<file path="src/rtl/mc_controller_if.sv">
`default_nettype none
// ============================================================================
// Module      : mc_controller_if
// Description : Controller <-> datapath bundle for the multicycle controller.
//               MemReady exists only when MC_MEMRDY_EN is defined.
// Revision    : 1.0  initial release
// ============================================================================
interface mc_controller_if #(
    parameter int ALUCTRL_W = 2
);
    logic [31:12]          Instr;
    logic [3:0]            ALUFlags;
`ifdef MC_MEMRDY_EN
    logic                  MemReady;
`endif
    logic                  PCWrite;
    logic                  IRWrite;
    logic                  RegWrite;
    logic                  MemWrite;
    logic                  AdrSrc;
    logic                  ALUSrcA;
    logic [1:0]            ALUSrcB;
    logic [1:0]            ResultSrc;
    logic [1:0]            ImmSrc;
    logic [1:0]            RegSrc;
    logic [ALUCTRL_W-1:0]  ALUControl;
    logic [3:0]            State;

`ifdef MC_MEMRDY_EN
    modport master (
        input  Instr, ALUFlags, MemReady,
        output PCWrite, IRWrite, RegWrite, MemWrite, AdrSrc, ALUSrcA,
               ALUSrcB, ResultSrc, ImmSrc, RegSrc, ALUControl, State
    );
    modport slave (
        output Instr, ALUFlags, MemReady,
        input  PCWrite, IRWrite, RegWrite, MemWrite, AdrSrc, ALUSrcA,
               ALUSrcB, ResultSrc, ImmSrc, RegSrc, ALUControl, State
    );
`else
    modport master (
        input  Instr, ALUFlags,
        output PCWrite, IRWrite, RegWrite, MemWrite, AdrSrc, ALUSrcA,
               ALUSrcB, ResultSrc, ImmSrc, RegSrc, ALUControl, State
    );
    modport slave (
        output Instr, ALUFlags,
        input  PCWrite, IRWrite, RegWrite, MemWrite, AdrSrc, ALUSrcA,
               ALUSrcB, ResultSrc, ImmSrc, RegSrc, ALUControl, State
    );
`endif
endinterface
`default_nettype wire

</file>
<file path="src/rtl/mc_controller.sv">
`default_nettype none
// ============================================================================
// Module      : mc_controller
// Description : Multicycle ARM-subset controller FSM with conditional
//               execution and flag register. MC_MEMRDY_EN adds memory stalls.
// Revision    : 1.0  initial release
// ============================================================================
module mc_controller #(
    parameter int ALUCTRL_W = 2
) (
    input  logic            clk,
    input  logic            reset,
    mc_controller_if.master bus
);
    localparam logic [3:0] c_fetch    = 4'd0;
    localparam logic [3:0] c_decode   = 4'd1;
    localparam logic [3:0] c_memadr   = 4'd2;
    localparam logic [3:0] c_memread  = 4'd3;
    localparam logic [3:0] c_memwb    = 4'd4;
    localparam logic [3:0] c_memwrite = 4'd5;
    localparam logic [3:0] c_execr    = 4'd6;
    localparam logic [3:0] c_execi    = 4'd7;
    localparam logic [3:0] c_aluwb    = 4'd8;
    localparam logic [3:0] c_branch   = 4'd9;
    localparam logic [3:0] c_undef    = 4'd10;

    localparam logic [2:0]           c_op_eor3 = 3'd4;
    localparam logic [ALUCTRL_W-1:0] c_op_add  = ALUCTRL_W'(0);
    localparam logic [ALUCTRL_W-1:0] c_op_sub  = ALUCTRL_W'(1);
    localparam logic [ALUCTRL_W-1:0] c_op_and  = ALUCTRL_W'(2);
    localparam logic [ALUCTRL_W-1:0] c_op_orr  = ALUCTRL_W'(3);
    // EOR only exists with a 3-bit ALU control; narrower builds fall back to ADD
    localparam logic [ALUCTRL_W-1:0] c_op_eor  =
        (ALUCTRL_W == 3) ? c_op_eor3[ALUCTRL_W-1:0] : c_op_add;

    logic [3:0]           r_state;
    logic [3:0]           r_flags;
    logic                 r_cond_ex;

    logic [3:0]           w_next;
    logic                 w_cond_ex;
    logic                 w_mem_ready;
    logic [ALUCTRL_W-1:0] w_dp_op;
    logic                 w_rd_pc;
    logic                 w_unused_rn;

    logic [3:0]           w_cond;
    logic [1:0]           w_op;
    logic [5:0]           w_funct;

    logic                 w_pc_write, w_ir_write, w_reg_write, w_mem_write;
    logic                 w_adr_src, w_alu_src_a;
    logic [1:0]           w_alu_src_b, w_result_src;
    logic [ALUCTRL_W-1:0] w_alu_ctrl;
    logic [3:0]           w_state_out;

    assign w_cond      = bus.Instr[31:28];
    assign w_op        = bus.Instr[27:26];
    assign w_funct     = bus.Instr[25:20];
    assign w_rd_pc     = (bus.Instr[15:12] == 4'hF);
    assign w_unused_rn = ^bus.Instr[19:16];

`ifdef MC_MEMRDY_EN
    assign w_mem_ready = bus.MemReady;
`else
    assign w_mem_ready = 1'b1;
`endif

    // Condition check against the architectural flags {N,Z,C,V}
    always_comb begin
        w_cond_ex = 1'b1;
        case (w_cond)
            4'b0000: w_cond_ex = r_flags[2];
            4'b0001: w_cond_ex = ~r_flags[2];
            4'b0010: w_cond_ex = r_flags[1];
            4'b0011: w_cond_ex = ~r_flags[1];
            4'b0100: w_cond_ex = r_flags[3];
            4'b0101: w_cond_ex = ~r_flags[3];
            4'b0110: w_cond_ex = r_flags[0];
            4'b0111: w_cond_ex = ~r_flags[0];
            4'b1000: w_cond_ex = r_flags[1] & ~r_flags[2];
            4'b1001: w_cond_ex = ~r_flags[1] | r_flags[2];
            4'b1010: w_cond_ex = (r_flags[3] == r_flags[0]);
            4'b1011: w_cond_ex = (r_flags[3] != r_flags[0]);
            4'b1100: w_cond_ex = ~r_flags[2] & (r_flags[3] == r_flags[0]);
            4'b1101: w_cond_ex = r_flags[2] | (r_flags[3] != r_flags[0]);
            default: w_cond_ex = 1'b1;
        endcase
    end

    always_comb begin
        case (w_funct[4:1])
            4'b0100: w_dp_op = c_op_add;
            4'b0010: w_dp_op = c_op_sub;
            4'b0000: w_dp_op = c_op_and;
            4'b1100: w_dp_op = c_op_orr;
            4'b0001: w_dp_op = c_op_eor;
            default: w_dp_op = c_op_add;
        endcase
    end

    always_comb begin
        w_next = r_state;
        case (r_state)
            c_fetch:    if (w_mem_ready) w_next = c_decode;
            c_decode: begin
                case (w_op)
                    2'b01:   w_next = c_memadr;
                    2'b00:   w_next = w_funct[5] ? c_execi : c_execr;
                    2'b10:   w_next = c_branch;
                    default: w_next = c_undef;
                endcase
            end
            c_memadr:   w_next = w_funct[0] ? c_memread : c_memwrite;
            c_memread:  if (w_mem_ready) w_next = c_memwb;
            c_memwrite: if (w_mem_ready) w_next = c_fetch;
            c_execr,
            c_execi:    w_next = c_aluwb;
            default:    w_next = c_fetch;
        endcase
    end

    always_ff @(posedge clk) begin
        if (!reset) begin
            r_state   <= c_fetch;
            r_flags   <= 4'b0000;
            r_cond_ex <= 1'b0;
        end else begin
            r_state <= w_next;
            if (r_state == c_decode)
                r_cond_ex <= w_cond_ex;
            // Logical ops leave carry/overflow untouched
            if ((r_state == c_execr || r_state == c_execi) && r_cond_ex && w_funct[0]) begin
                r_flags[3:2] <= bus.ALUFlags[3:2];
                if (w_dp_op == c_op_add || w_dp_op == c_op_sub)
                    r_flags[1:0] <= bus.ALUFlags[1:0];
            end
        end
    end

    always_comb begin
        w_pc_write   = 1'b0;
        w_ir_write   = 1'b0;
        w_reg_write  = 1'b0;
        w_mem_write  = 1'b0;
        w_adr_src    = 1'b0;
        w_alu_src_a  = 1'b0;
        w_alu_src_b  = 2'd0;
        w_result_src = 2'd0;
        w_alu_ctrl   = c_op_add;
        w_state_out  = r_state;
        if (!reset) begin
            w_state_out  = c_fetch;
            w_alu_src_a  = 1'b1;
            w_alu_src_b  = 2'd2;
            w_result_src = 2'd2;
        end else begin
            case (r_state)
                c_fetch: begin
                    w_ir_write   = w_mem_ready;
                    w_pc_write   = w_mem_ready;
                    w_alu_src_a  = 1'b1;
                    w_alu_src_b  = 2'd2;
                    w_result_src = 2'd2;
                end
                c_decode: begin
                    w_alu_src_a  = 1'b1;
                    w_alu_src_b  = 2'd2;
                    w_result_src = 2'd2;
                end
                c_memadr:   w_alu_src_b = 2'd1;
                c_memread:  w_adr_src   = 1'b1;
                c_memwb: begin
                    w_result_src = 2'd1;
                    w_reg_write  = r_cond_ex;
                    w_pc_write   = r_cond_ex & w_rd_pc;
                end
                c_memwrite: begin
                    w_adr_src   = 1'b1;
                    w_mem_write = r_cond_ex;
                end
                c_execr: begin
                    w_alu_src_b = 2'd0;
                    w_alu_ctrl  = w_dp_op;
                end
                c_execi: begin
                    w_alu_src_b = 2'd1;
                    w_alu_ctrl  = w_dp_op;
                end
                c_aluwb: begin
                    w_result_src = 2'd0;
                    w_reg_write  = r_cond_ex;
                    w_pc_write   = r_cond_ex & w_rd_pc;
                end
                c_branch: begin
                    w_alu_src_a  = 1'b0;
                    w_alu_src_b  = 2'd1;
                    w_result_src = 2'd2;
                    w_pc_write   = r_cond_ex;
                end
                default: ;
            endcase
        end
    end

    assign bus.PCWrite    = w_pc_write;
    assign bus.IRWrite    = w_ir_write;
    assign bus.RegWrite   = w_reg_write;
    assign bus.MemWrite   = w_mem_write;
    assign bus.AdrSrc     = w_adr_src;
    assign bus.ALUSrcA    = w_alu_src_a;
    assign bus.ALUSrcB    = w_alu_src_b;
    assign bus.ResultSrc  = w_result_src;
    assign bus.ALUControl = w_alu_ctrl;
    assign bus.State      = w_state_out;
    assign bus.ImmSrc     = w_op;
    assign bus.RegSrc     = {w_op == 2'b01, w_op == 2'b10};

endmodule
`default_nettype wire
</file>
<file path="src/flat_wrapper.sv">
// flat-port wrapper written by rule: the top's interface ports become plain ports
module mc_controller_flat 
#(
    parameter int ALUCTRL_W = 2
)
  (clk, reset, bus_Instr, bus_ALUFlags, bus_PCWrite, bus_IRWrite, bus_RegWrite, bus_MemWrite, bus_AdrSrc, bus_ALUSrcA, bus_ALUSrcB, bus_ResultSrc, bus_ImmSrc, bus_RegSrc, bus_ALUControl, bus_State);
  mc_controller_if #(.ALUCTRL_W(ALUCTRL_W)) bus_i ();
  input  logic clk;
  input  logic reset;
  input wire logic [$bits(bus_i.Instr)-1:0] bus_Instr;
  input wire logic [$bits(bus_i.ALUFlags)-1:0] bus_ALUFlags;
  output wire logic [$bits(bus_i.PCWrite)-1:0] bus_PCWrite;
  output wire logic [$bits(bus_i.IRWrite)-1:0] bus_IRWrite;
  output wire logic [$bits(bus_i.RegWrite)-1:0] bus_RegWrite;
  output wire logic [$bits(bus_i.MemWrite)-1:0] bus_MemWrite;
  output wire logic [$bits(bus_i.AdrSrc)-1:0] bus_AdrSrc;
  output wire logic [$bits(bus_i.ALUSrcA)-1:0] bus_ALUSrcA;
  output wire logic [$bits(bus_i.ALUSrcB)-1:0] bus_ALUSrcB;
  output wire logic [$bits(bus_i.ResultSrc)-1:0] bus_ResultSrc;
  output wire logic [$bits(bus_i.ImmSrc)-1:0] bus_ImmSrc;
  output wire logic [$bits(bus_i.RegSrc)-1:0] bus_RegSrc;
  output wire logic [$bits(bus_i.ALUControl)-1:0] bus_ALUControl;
  output wire logic [$bits(bus_i.State)-1:0] bus_State;
  assign bus_i.Instr = bus_Instr;
  assign bus_i.ALUFlags = bus_ALUFlags;
  assign bus_PCWrite = bus_i.PCWrite;
  assign bus_IRWrite = bus_i.IRWrite;
  assign bus_RegWrite = bus_i.RegWrite;
  assign bus_MemWrite = bus_i.MemWrite;
  assign bus_AdrSrc = bus_i.AdrSrc;
  assign bus_ALUSrcA = bus_i.ALUSrcA;
  assign bus_ALUSrcB = bus_i.ALUSrcB;
  assign bus_ResultSrc = bus_i.ResultSrc;
  assign bus_ImmSrc = bus_i.ImmSrc;
  assign bus_RegSrc = bus_i.RegSrc;
  assign bus_ALUControl = bus_i.ALUControl;
  assign bus_State = bus_i.State;
  mc_controller #(.ALUCTRL_W(ALUCTRL_W)) u_core (.clk(clk), .reset(reset), .bus(bus_i));
endmodule
</file>
<file path="config.mk">
export PLATFORM = sky130hd
export DESIGN_NAME = mc_controller_flat
export DESIGN_NICKNAME = d
export VERILOG_FILES = /design/src/rtl/mc_controller_if.sv /design/src/rtl/mc_controller.sv /design/src/flat_wrapper.sv
export SDC_FILE = /design/constraint.sdc
export NUM_CORES = 1
export LEC_CHECK = 0
export BUFFER_PORTS_ARGS = -buffer_cell sky130_fd_sc_hd__buf_4
export CAP_MARGIN = 5
export CORE_UTILIZATION = 44
export DETAILED_ROUTE_END_ITERATION = 12
export GPL_ROUTABILITY_DRIVEN = 0
export PLACE_DENSITY = 0.82
export SYNTH_ARGS = -nofsm -noshare
export SYNTH_HDL_FRONTEND = slang
export SYNTH_SLANG_ARGS = --single-unit
</file>
<file path="constraint.sdc">
create_clock -name clk -period 1.38 [get_ports clk]
set_input_delay 0 -clock clk [delete_from_list [all_inputs] [get_ports clk]]
set_output_delay 0 -clock clk [all_outputs]
set_load 0.02 [all_outputs]
</file>
==> impl_metrics.ini, run 1 <==
[run_status]
outcome = finished with violations
violations = setup timing

[setup_path]
crit_path_max_fanout = 2
cp_cell_sequence = and2b_1 > nand2_2 > or3_4 > nor3b_2 > buf_4
critPathSlowestCell = or3_4
critical-path-max-stage-delay_ns = 0.34
required_ns = 1.38
endpoint_kind = output port
critPathLaunch = u_core.r_state[3]
worstPathArrival_ns = 1.54
cp-start-kind = flip-flop
critical_path_class = reg2out
r2r-start = u_core.r_state[3]

[place]
hpwl_um = 1850
post_dp_cell_area_um2 = 1210
port-buffer-count = 41

[final_layout]
post-route-util_pct = 77.6
drive_above_1_share_pct = 44.8
final_area_um2 = 1370
syn_to_final_growth_pct = 60.4
n_antenna_cell = 0
layout.nets = 192

[global_route]
grtUsageMet1_pct = 29.6
busiest_layer = met2
grt_usage_pct = 25.2
grt_use_met2_pct = 44.5
overflow = 0
met3_usage_pct = 2.78
grt_max_degree = 16
grt_pass1_vias = 906
antenna_found_initial = 0
grt_pass1_wl_um = 3800

[yosys]
syn_nets = 142
yosys-top-cells-area = dfxtp_1, xnor2_1, nand2_1, a21oi_1, nor2b_1
synth_mux_area_share_pct = 2.35
synth_top_family_by_area = simple AND/OR/NAND/NOR gates
synth_fa_ha_area_share_pct = 0
synth_area_um2 = 853
synth-simple-area-share_pct = 40.2
synth.avg_cell_area_um2 = 7.36
synth_top_area_share_pct = 21.1
ys_types = 47
synth_enable_flop_cells = 0
synth-compound-area-share_pct = 19.8
ys.flop_type = dfxtp_1
ys_ff_latch = 9
yosysSeqAreaShare_pct = 21.1
syn_inst = 116
yosys_warnings = 0
synth_area_leader_cell = dfxtp_1
async_flop_share_pct = 0
synth_xor_area_share_pct = 7.18

[floorplanning]
die_y_um = 46.0
die_area_um2 = 2120
fp.dieW_um = 46.0
io_pins = 46
rows = 15
core_um2 = 1760
start_util_pct = 48.4

[worst_hold_path]
hold_class = in2reg
min_from = bus_Instr[15]

[power]
ir_drop_mv = 0.478
combPwrFrac_pct = 43.7
clkPwrFrac_pct = 23.9
p_switching_mw = 0.332
leakagePower_nw = 0.581
power_frac_seq_pct = 32.4
power_mw = 0.911
internal-power_mw = 0.580
power_density_nw_per_um2 = 666
swShare_pct = 36.4

[cts]
clk-insertion-delay-late_ns = 0.27
cts_buffers = 3
cts_buffer_depth = 2
tritoncts = yes
clock-sinks = 9
clk_pin_slew_worst_paths_ns = 0.07
root_buffer = clkbuf_4
htree_num_levels = 1

[sta]
max_freq_mhz = 651
final.period_utilization_pct = 111
slew_headroom_pct = 82.9
finalHoldViolCount = 0
worst_slack_ns = -0.157
period_minus_slack_ns = 1.54
setup-violations-final = 3
report.final.slew_viol_count = 0
tightest_slew_ns = 0.255
fin_skew_ns = 0.00716
rsz0062_at_grt = true

[route]
dr.pass1.iters = 4
ant_nets = 0
drt-initial-drc-count = 19
drc = 0
drt-total-wl_um = 2710
viasPerCell = 5.63
vias = 1070
wl_per_cell_um = 14.2

[flow_run]
maxCapViolations = 0
what timing repair did:
item	4_1_cts	5_1_grt
endpoints found under the hold margin	4	0
setup buffers	2	0
endpoints found under the setup margin	4	13
pin swaps	2	8
gates resized for setup	9	11
hold buffers	4	0
layout by cell type, fill, tap and decap left out, drive strengths merged, types with 2 or more instances in the layout:
cell         count
nand2           10
xnor2            6
mux2i            2
and2             2
nor3             3
buf             51
inv              5
and4bb           2
dlygate4sd3      4
dfxtp            9
nand2b           2
nor3b            2
o31ai            2
nand3            5
and4             2
nor2b            5
clkbuf           4
o21ai            8
nor2             8
nand4b           2
or3b             3
nand3b           2
a21oi            7
a31oi            2
layout make-up:
type	instances	area, um2
multi-input cells	92	674
repair buffers	55	434
fillers	129	395
flip-flops and latches	9	184
well taps	25	31.3
clock buffers	4	26.3
inverters	5	18.8
power by group through the flow:
stage | registers [mW] | clock network (mW) | logic [mW]
finish | 0.295 | 0.218 | 0.398
global route | 0.297 | 0.224 | 0.425
CTS | 0.291 | 0.216 | 0.376
detailed placement | 0.297 | 0 | 0.353
global placement | 0.296 | 0 | 0.342
floorplan | 0.294 | 0 | 0.212
cells by family after synthesis:
family / count (synthesis)
and+or+nand+nor: 56
AOI/OAI and AO/OA: 27
buffers and inverters: 15
DFF: 9
xor gates and xnor gates: 7
muxes: 2
worst paths after layout:
kind / end / slack, ns / cells after the start
max: bus_ALUControl[1] / -0.16 / 5
min: u_core.r_state[3] / 0.03 / 3
max reg2reg: u_core.r_flags[1] / 0.04 / 6
min reg2reg: u_core.r_flags[2] / 0.52 / 2
registers in the layout, indices dropped and copies added (netlist names):
register and flops:
u_core.r_state 4, u_core.r_cond_ex 1, u_core.r_flags 4
worst max-delay path: cells and delay by family, from the launching register on:
family,cells,cell delay [ns]
simple gates,4,0.78
flops,1,0.32
buf+inv,1,0.16
synthesized netlist by cell type (2+ instances only):
cell,count
a21oi_1,7
xnor2_1,6
buf_2,4
inv_1,3
or3b_1,2
a31oi_1,2
mux2i_1,2
nor3_1,3
o21ai_1,3
nor2_1,8
nand4b_1,2
o31ai_1,2
o21ai_0,5
buf_4,3
nand3b_1,2
dfxtp_1,9
nand2_1,10
nand2b_1,2
nor2b_1,5
nand3_1,5
and4_1,2
and2_1,2
inv_2,2
nor3b_1,2
per-stage QoR:
step | hold WS, ns | std cells | worst slack (ns) | TNS, ns
finish | 0.0297 | 190 | -0.157 | -0.348
global route | 0.0554 | 190 | -0.195 | -0.601
global placement | 0.232 | 180 | 0.0937 | 0
floorplan | 0.0511 | 116 | -0.0401 | -0.0401
detailed placement | 0.242 | 180 | 0.0463 | 0
CTS | 0.0310 | 190 | -0.184 | -0.411
layer usage:
layer | wire length [um] | vias to the layer above
met3 | 118 | 6
met1 | 1110 | 506
li1 | - | 519
met2 | 1430 | 39
met4 | 51 | 0
met5 | 0 | -
Power figures use the tool's default switching activity.
==> run 2, diff against run 1 <==
--- a/config.mk
+++ b/config.mk
@@ -7,3 +7,3 @@
 export LEC_CHECK = 0
-export BUFFER_PORTS_ARGS = -buffer_cell sky130_fd_sc_hd__buf_4
+export BUFFER_PORTS_ARGS = -buffer_cell sky130_fd_sc_hd__buf_2
 export CAP_MARGIN = 5
==> constraint.sdc (replaced) <==
create_clock -name clk -period 1.38 [get_ports clk]
set_input_delay 0.138 -clock clk [delete_from_list [all_inputs] [get_ports clk]]
set_output_delay 0.138 -clock clk [all_outputs]
set_load 0.02 [all_outputs]
==> impl_metrics.ini, run 2 (synthesis gave the netlist of run 1 again) <==
[sta]
worst_slack_ns = -0.328
period_minus_slack_ns = 1.71
final.period_utilization_pct = 124
setup_tns_ns = -1.79
slew_headroom_pct = 68.4
tightest_slew_ns = 0.467
fin_skew_ns = 0.00232
holdWs_ns = 0.104
setup-violations-final = 13
max_freq_mhz = 585
report.final.slew_viol_count = 0
finalHoldViolCount = 0
rsz0062_at_grt = true

[final_layout]
layout.nets = 197
n_antenna_cell = 0
layout_commonest_cell = buf_2
layout_common_cells = buf_2, buf_4, buf_6, nand2_1, nor2_1
drive_above_1_share_pct = 50.6
top_regs = u_core.r_flags (4), u_core.r_state (4), u_core.r_cond_ex (1)
fillers = 112
syn_to_final_growth_pct = 64.7

[cts]
cts_buffers = 3
htree_num_levels = 1
cts_buffer_depth = 2
clk-insertion-delay-late_ns = 0.27
clock-sinks = 9
clk_pin_slew_worst_paths_ns = 0.06
ctsHoldBuffers = 0
root_buffer = clkbuf_4
tritoncts = yes

[setup_path]
cp-start-kind = flip-flop
critPathSlowestCell = or3_4
worstPathArrival_ns = 1.57
crit_path_max_fanout = 2
cp_cell_sequence = and2b_1 > nand2_2 > or3_4 > nor3b_4 > buf_6
endpoint_kind = output port
critical-path-max-stage-delay_ns = 0.35
critical_path_class = reg2out
required_ns = 1.24

[floorplanning]
rows = 15
die_y_um = 46.0
io_pins = 46
start_util_pct = 48.4
fp.dieW_um = 46.0
core_um2 = 1760
die_area_um2 = 2120

[global_route]
overflow = 0
grt_pass1_vias = 1004
grt_pass1_wl_um = 4400
antenna_found_initial = 0
grt_max_degree = 12
grt_usage_pct = 30.0

[power]
power_density_nw_per_um2 = 680
ir_drop_mv = 0.649
leakagePower_nw = 0.591
power_mw = 0.955

[route]
dr.pass1.iters = 4
wl_per_cell_um = 14.9
ant_nets = 0
vias = 1091
drt-initial-drc-count = 16
drc = 0
viasPerCell = 5.59
drt-total-wl_um = 2910

[run_status]
violations = setup timing
outcome = finished with violations

[place]
hpwl_um = 1830
port-buffer-count = 41

[flow_run]
maxCapViolations = 0

[worst_hold_path]
hold_class = in2reg
[run 2: path summary, 6_finish.rpt]
check / depth (start not counted) / end / slack, ns / startpoint
min: 3 / u_core.r_flags[3] / 0.10 / bus_ALUFlags[3]
max reg2reg: 5 / u_core.r_cond_ex / -0.19 / u_core.r_state[3]
min reg2reg: 2 / u_core.r_flags[2] / 0.50 / u_core.r_flags[2]
max: 5 / bus_ALUControl[1] / -0.33 / u_core.r_state[3]
[run 2: layer usage]
metal	global-route usage, %	part of all wire, %	routed length [um]	up-vias
met3	9.13	4.9	143	9
met1	32.7	40	1170	506
met5	0	0	0	-
met4	11.8	2.3	68	0
met2	53.2	53	1530	44
li1	-	-	-	532
[run 2: where the power goes]
| group | internal (mW) | total (mW) | switching, mW |
|---|---|---|---|
| sequential | 0.275 | 0.294 | 0.0192 |
| clock | 0.112 | 0.218 | 0.106 |
| combinational | 0.213 | 0.443 | 0.230 |
[run 2: area by class of cell]
| type | count | area [um2] | area share [%] |
|---|---|---|---|
| Multi-Input combinational cell | 92 | 716 | 50.9 |
| Clock buffer | 4 | 26.3 | 1.87 |
| Inverter | 5 | 18.8 | 1.34 |
| Timing Repair Buffer | 60 | 423 | 30.1 |
| Sequential cell | 9 | 190 | 13.5 |
| Tap cell | 25 | 31.3 | 2.23 |
[run 2: through the flow]
step | utilization (%) | setup slack, ns | std cells | instance area (um2)
2_1_floorplan | - | -0.117 | 116 | 892
3_5_place_dp | 65.8 | -0.0867 | 185 | 1160
4_1_cts | 75.0 | -0.320 | 192 | 1320
3_3_place_gp | 65.8 | -0.0269 | 185 | 1160
5_1_grt | 79.6 | -0.394 | 195 | 1410
6_report | 79.6 | -0.328 | 195 | 1410
[run 2: what timing repair did]
action                                  CTS  global route
pin swaps                                 9             7
setup buffers                             3             5
resized for setup                        29            16
endpoints found under the setup margin   12            16
[run 2: critical path: cells and delay by family (launching register included)]
| family | cells | cell delay (ns) |
|---|---|---|
| flip-flops | 1 | 0.31 |
| AND/OR/NAND/NOR | 4 | 0.84 |
| buffers and inverters | 1 | 0.14 |
==> run 3, diff against run 2 <==
CORE_MARGIN = 2   (was not set)
==> impl_metrics.ini, run 3 (synthesis gave the netlist of run 1 again) <==
[worst_hold_path]
min_from = bus_ALUFlags[2]
hold_class = in2reg

[final_layout]
drive_above_1_share_pct = 59.7
post-route-util_pct = 89.2
layout_common_cells = buf_2, buf_4, buf_6, nand2_1, nor2_1
n_antenna_cell = 0
fillers = 86
syn_to_final_growth_pct = 86.4
top_regs = u_core.r_flags (4), u_core.r_state (4), u_core.r_cond_ex (1)
layout_commonest_cell = buf_2
fin_cells = 206
layout.nets = 208

[place]
hpwl_um = 1840
port-buffer-count = 41
place_inst = 183

[global_route]
grt_max_degree = 16
grt_pass1_wl_um = 4420
overflow = 0
grt_usage_pct = 28.4
antenna_found_initial = 0
grt_pass1_vias = 977

[flow_run]
maxCapViolations = 0

[route]
drt-initial-drc-count = 72
drc = 0
dr.pass1.iters = 4
drt-total-wl_um = 4200
wl_per_cell_um = 20.4
viasPerCell = 6.15
vias = 1266
ant_nets = 0

[sta]
worst_slack_ns = -0.437
holdWs_ns = 0.117
period_minus_slack_ns = 1.82
tightest_slew_ns = 0.675
setup-violations-final = 18
finalHoldViolCount = 0
setup_tns_ns = -3.42
slew_headroom_pct = 54.9
report.final.slew_viol_count = 0
fin_skew_ns = 0.00339
max_freq_mhz = 550
rsz0062_at_grt = true
final.period_utilization_pct = 132

[setup_path]
critPathLaunch = u_core.r_state[3]
critical_path_class = reg2out
r2r_slack_ns = -0.32
r2r-start = u_core.r_state[3]
worstPathArrival_ns = 1.68
endpoint_kind = output port
required_ns = 1.24
cp-start-kind = flip-flop
crit_path_max_fanout = 2
r2r_cells = 6
crit_end = bus_ALUControl[1]
r2r_end = u_core.r_cond_ex

[run_status]
outcome = finished with violations
violations = setup timing

[floorplanning]
core_um2 = 1780
start_util_pct = 47.9
fp.dieW_um = 48.0
die_y_um = 48.0
rows = 15
die_area_um2 = 2310
io_pins = 46

[cts]
clock-sinks = 9
cts_buffers = 3
tritoncts = yes
clk_pin_slew_worst_paths_ns = 0.07
cts_buffer_depth = 2
htree_num_levels = 1
root_buffer = clkbuf_4
clk-insertion-delay-late_ns = 0.27

[power]
ir_drop_mv = 0.592
power_density_nw_per_um2 = 658
leakagePower_nw = 0.675
power_mw = 1.05
run 3: changes by cell type in the layout (fill, tap and decap cells not counted), sizes merged:
cell / change
buf: +11
clkbuf: -1
clkinv: +1
run 3: per-layer routing:
metal	global-route usage, %	vias up	wire, um
met4	19.5	0	209
met5	0	-	0
met1	35.9	601	1680
met2	43.7	93	1980
li1	-	548	-
met3	4.91	24	339
run 3: where the power goes:
part / internal, mW / switching, mW / leakage (nW)
clock network: 0.108 / 0.109 / 0.0177
registers: 0.276 / 0.0237 / 0.0758
logic: 0.256 / 0.275 / 0.581
run 3: critical path, stage by stage (launching register included):
cell and delay, ns:
dfxtp_2 0.34, and2b_1 0.26, nand2_2 0.09, or3_4 0.37, nor3b_4 0.20, buf_6 0.14
run 3: metrics by stage:
step | area (um2) | worst slack (ns)
2_1_floorplan | 892 | -0.117
3_3_place_gp | 1160 | -0.0110
3_5_place_dp | 1160 | -0.0549
4_1_cts | 1350 | -0.326
5_1_grt | 1590 | -0.448
6_report | 1590 | -0.437
run 3: what timing repair did:
action,in CTS,in global routing
endpoints found under the setup margin,13,15
hold buffers,0,0
gates resized for setup,35,35
buffers inserted,6,14
pin swaps,8,11
cloned,1,0
run 3: cell type report:
class	instances	area [um2]	share of cell area [%]
Multi-Input combinational cell	92	754	47.4
Timing Repair Buffer	71	567	35.6
Sequential cell	9	191	12.0
Tap cell	25	31.3	1.97
Clock buffer	3	22.5	1.42
Inverter	5	18.8	1.18
Clock inverter	1	5.00	0.315
run 3: worst min path at each step:
stage / to / depth (start not counted)
after floorplan: u_core.r_flags[2] / 2
after global placement: u_core.r_flags[3] / 3
after detailed placement: u_core.r_flags[2] / 3
after CTS: u_core.r_flags[2] / 3
after global routing: u_core.r_flags[2] / 3
final: u_core.r_flags[2] / 3
